<file path="config.mk">
export PLATFORM = sky130hd
export DESIGN_NAME = uart_rx_edge_bit_sampler
export DESIGN_NICKNAME = d
export VERILOG_FILES = /design/src/rtl/uart_rx_edge_bit_sampler.sv
export SDC_FILE = /design/constraint.sdc
export NUM_CORES = 1
export LEC_CHECK = 0
export CAP_MARGIN = 20
export CELL_PAD_IN_SITES_DETAIL_PLACEMENT = 0
export CELL_PAD_IN_SITES_GLOBAL_PLACEMENT = 1
export CORE_ASPECT_RATIO = 0.9
export CORE_MARGIN = 4
export CORE_UTILIZATION = 42
export DETAILED_ROUTE_END_ITERATION = 16
export PLACE_DENSITY_LB_ADDON = 0.1
export REMOVE_ABC_BUFFERS = 1
export SLEW_MARGIN = 0
export SYNTH_ARGS = -nofsm -noshare
export SYNTH_HDL_FRONTEND = slang
export SYNTH_SLANG_ARGS = --single-unit
</file>
<file path="constraint.sdc">
create_clock -name CLK -period 3.6 [get_ports CLK]
set_clock_uncertainty 0.05 [all_clocks]
set_input_delay 0.54 -clock CLK [delete_from_list [all_inputs] [get_ports CLK]]
set_output_delay 0.54 -clock CLK [all_outputs]
set_load 0.01 [all_outputs]
</file>
<file path="src/rtl/uart_rx_edge_bit_sampler.sv">
// Oversampling edge/bit counter and 3-sample majority-vote data recovery for the UART receiver.
// Counters and sampler are enabled by the receiver control FSM; all outputs are registered.
module uart_rx_edge_bit_sampler #(
    parameter int PRESCALE_W = 6,
    parameter int EDGE_W     = 5,
    parameter int BIT_W      = 4
) (
    input  logic                  CLK,
    input  logic                  RST,
    input  logic                  RX_IN,
    input  logic [PRESCALE_W-1:0] Prescale,
    input  logic                  edge_cnt_en,
    input  logic                  data_samp_en,
    output logic [EDGE_W-1:0]     edge_cnt,
    output logic [BIT_W-1:0]      bit_cnt,
    output logic                  sampled_bit,
    output logic                  samp_valid,
    output logic                  prescale_err
);

    localparam logic [BIT_W-1:0] BIT_MAX = {BIT_W{1'b1}};

    logic                  prescale_ok;
    logic [PRESCALE_W-1:0] edge_ext;
    logic [PRESCALE_W-1:0] last_edge;
    logic [PRESCALE_W-1:0] mid;
    logic [PRESCALE_W-1:0] mid_m1;
    logic [PRESCALE_W-1:0] mid_p1;

    logic [EDGE_W-1:0]     edge_nxt;
    logic [BIT_W-1:0]      bit_nxt;
    logic                  s0, s1;
    logic                  s0_nxt, s1_nxt;
    logic                  sampled_nxt;
    logic                  valid_nxt;
    logic                  vote;

    assign prescale_ok = (Prescale == PRESCALE_W'(8))  ||
                         (Prescale == PRESCALE_W'(16)) ||
                         (Prescale == PRESCALE_W'(32));

    // Edge count widened to the prescale width so a mid-frame Prescale drop still wraps.
    assign edge_ext  = PRESCALE_W'(edge_cnt);
    assign last_edge = Prescale - PRESCALE_W'(1);

    assign mid    = Prescale >> 1;
    assign mid_m1 = mid - PRESCALE_W'(1);
    assign mid_p1 = mid + PRESCALE_W'(1);

    assign vote = (s0 & s1) | (s0 & RX_IN) | (s1 & RX_IN);

    // NOTE: every always_comb output gets a default first so no path can infer a latch.
    always_comb begin
        edge_nxt = edge_cnt;
        bit_nxt  = bit_cnt;
        if (!edge_cnt_en || !prescale_ok) begin
            edge_nxt = '0;
            bit_nxt  = '0;
        end else if (edge_ext >= last_edge) begin
            edge_nxt = '0;
            if (bit_cnt != BIT_MAX) begin
                bit_nxt = bit_cnt + BIT_W'(1);
            end
        end else begin
            edge_nxt = edge_cnt + EDGE_W'(1);
        end
    end

    always_comb begin
        s0_nxt      = s0;
        s1_nxt      = s1;
        sampled_nxt = sampled_bit;
        valid_nxt   = 1'b0;
        if (!data_samp_en) begin
            s0_nxt      = 1'b1;
            s1_nxt      = 1'b1;
            sampled_nxt = 1'b1;
        end else if (edge_cnt_en) begin
            if (edge_ext == mid_m1) begin
                s0_nxt = RX_IN;
            end
            if (edge_ext == mid) begin
                s1_nxt = RX_IN;
            end
            if (edge_ext == mid_p1) begin
                sampled_nxt = vote;
                valid_nxt   = 1'b1;
            end
        end
    end

    // NOTE: sequential state uses non-blocking assignments so every register sees pre-edge values.
    always_ff @(posedge CLK or negedge RST) begin
        if (!RST) begin
            edge_cnt     <= '0;
            bit_cnt      <= '0;
            s0           <= 1'b1;
            s1           <= 1'b1;
            sampled_bit  <= 1'b1;
            samp_valid   <= 1'b0;
            prescale_err <= 1'b0;
        end else begin
            edge_cnt     <= edge_nxt;
            bit_cnt      <= bit_nxt;
            s0           <= s0_nxt;
            s1           <= s1_nxt;
            sampled_bit  <= sampled_nxt;
            samp_valid   <= valid_nxt;
            prescale_err <= !prescale_ok;
        end
    end

endmodule
</file>
==> results.toml <==
[synthesis]
synth_edf_count = 0
yosys_warnings = 0
yosysUniqueCellTypes = 43
synth_area_leaders = "dfrtp_1, ha_1, dfstp_2, xor2_1, xnor2_1"
synth_area_um2 = 1195
synthArstFlopShare_pct = 100.0
syn_inst = 126
synth_top_area_cell = "dfrtp_1"
ys_seq_area_share_pct = 29.63
yosysTopAreaCellShare_pct = 23.04
avgSynthCellArea_um2 = 9.483
synth-main-ff-cell = "dfrtp_1"
ys_ff_latch = 14

[worst_setup_path]
reg2reg_from = "edge_cnt[2]$_DFF_PN0_"
end_kind = "flip-flop"
cp_max_fo = 5
crit_path_top_delay_cell = "clkdlybuf4s50_1"
cp-start-kind = "primary input"
crit_top_cell = "nand2_1"
crit_arrival_ps = 3030
critPathMaxStageDelay_ps = 590
startpoint = "Prescale[1]"
cp.required_ps = 3720
critPathKind = "in2reg"
worstPathCellList = "clkdlybuf4s50_1 > inv_1 > ha_1 > nand2_1 > nand2_1 > xor2_1 > ha_1 > o211ai_1 > o21ai_0 > o221a_2 > nand2_1 > mux2_1"

[floorplan]
die_x_um = 64.23
core_area_um2 = 2725
io_pins = 23
start_util_pct = 43.85
die_h_um = 58.60
rows = 18
die_area_um2 = 3764

[pwr]
ir_drop_uv = 230.1
power_density_nw_per_um2 = 229.3
leakage_nw = 0.6121

[timing]
fmax_mhz = 344.2
slew_violations = 0
relSlewSlack_pct = 59.34
period_needed_ps = 2906
finalSetupTns_ps = 0
hold_violations = 0
min_period_over_period_pct = 80.71
rsz0062_at_grt = "false"
tightest_slew_ps = 607.9
setup_violations = 0

[clock_network]
cts_setup_buffers = 0
cts_hold_buf = 0
clockRootBuffer = "clkbuf_4"
htree_levels = 1
clkTransAtPathRegs_ps = 80
cts_resized = 0
cts_tree = "yes"
clk_path_buf_depth = 2
clock_latency_ps = 280
cts_inserted_buffers = 3
cts_sinks = 14

[place]
hpwl_um = 1970
post_dp_cell_area_um2 = 1443
routabilityCongestion = 0.8252
port_buffers = 22

[route]
postRouteAntennaNets = 0
vias_per_cell = 5.207
wl_um = 2516
via_count = 979
wl_per_cell_um = 13.38
route.detailed.drc = 0
firstDrtPassIters = 4
first_iter_violations = 21

[flow_run]
drv_cap = 0

[finish]
fin_area_um2 = 1479
fillers = 257
area_delta_synth_final_pct = 23.77
drive_above_1_share_pct = 12.16
nNetsFinal = 171
diodes = 0

[status]
status = "complete, no violations"

[worst_hold_path]
min_from = "s0$_DFFE_PN1P_"
hp-class = "reg2reg"

[global_routing]
grt_max_degree = 15
antenna_found_initial = 0
grt_pass1_vias = 981
grt-ovfl-total = 0
grt_usage_pct = 15.06
grt_first_pass_wirelength_um = 4498
-- metal layers --
layer | routed length (µm) | GRT usage [%] | up-vias
li1 | - | - | 485
met1 | 1255 | 20.17 | 468
met2 | 1127 | 24.15 | 22
met3 | 106 | 4.008 | 4
met4 | 27 | 4.217 | 0
met5 | 0 | 0 | -
-- critical path: cells and delay by family --
family,cells,cell delay [ps]
compound gates,3,510
xor+xnor,1,150
fa+ha+maj,2,520
buf+inv,2,710
mux,1,330
simple gates,3,260
-- cells by family after synthesis --
logic type	synth area share, %
xor gates and xnor gates	13.30
DFF	29.63
and+or+nand+nor	21.15
adders and majority gates	11.52
AOI/OAI and AO/OA	13.51
buffers and inverters	5.654
muxes	5.236
-- cell type report --
| class | count | area (µm²) | share of cell area [%] |
|---|---|---|---|
| Inverter | 8 | 30.03 | 2.030 |
| Clock buffer | 4 | 36.28 | 2.453 |
| Tap cell | 40 | 50.05 | 3.384 |
| Multi-Input combinational cell | 98 | 773.2 | 52.28 |
| Timing Repair Buffer | 24 | 235.2 | 15.91 |
| Sequential cell | 14 | 354.1 | 23.94 |
-- cells in the mapped netlist, drive strengths merged (3+ instances only) --
cell / instances
nor2b: 3
nor3: 3
xor2: 9
mux2i: 4
nand2: 8
inv: 8
nand3: 8
nor3b: 4
dfstp: 3
dfrtp: 11
a21oi: 4
buf: 5
nor2: 8
o21ai: 4
xnor2: 7
ha: 11
-- cells in the final DEF, fill, tap and decap left out, types with 2 or more instances in the layout --
master and instances:
clkdlybuf4s50_1 22, ha_1 11, dfrtp_1 11, xor2_1 8, inv_1 8, nand2_1 8, nand3_1 8, nor2_1 8
xnor2_1 7, a21oi_1 4, mux2i_1 4, nor3b_1 3, o21ai_0 3, nor2b_1 3, clkbuf_4 3, dfstp_2 3
o211ai_1 2, nand2b_1 2, nand4_1 2, nor3_1 2, and2_1 2, mux2_1 2, buf_4 2
-- path summary, 6_finish.rpt --
check,end,slack (ps),cells after the start
worst max-delay path,bit_cnt[0]$_DFFE_PN0P_,690,12
worst min-delay path,s0$_DFFE_PN1P_,510,2
worst max register to register,bit_cnt[0]$_DFFE_PN0P_,1570,6
worst min register to register,s0$_DFFE_PN1P_,510,2
max in group asynchronous,edge_cnt[2]$_DFF_PN0_,2530,1
min in group asynchronous,bit_cnt[3]$_DFFE_PN0P_,580,1
-- through the flow --
step	setup WS [ps]	hold slack, ps	total power, mW	std cells	utilization (%)
after detailed placement	395.4	495.7	0.2279	184	52.94
after global placement	522.0	482.4	0.2267	184	52.94
final	694.4	508.4	0.3391	188	54.27
after floorplan	1259	194.4	0.1955	120	-
after global routing	484.5	537.6	0.3587	188	54.27
after CTS	709.2	516.6	0.3438	188	54.27
-- registers in the layout, summed over array words and instances (netlist names) --
name          count
edge_cnt          5
bit_cnt           4
prescale_err      1
s0                1
s1                1
samp_valid        1
sampled_bit       1
-- power breakdown --
group	switching (mW)	internal [mW]	total, mW	leakage [nW]
Sequential	0.000734	0.158	0.159	0.180
Combinational	0.0352	0.0309	0.0661	0.411
Clock	0.0523	0.0616	0.114	0.0210
Total	0.0882	0.251	0.339	0.612
Note: power is estimated with default switching activity, not from simulation.
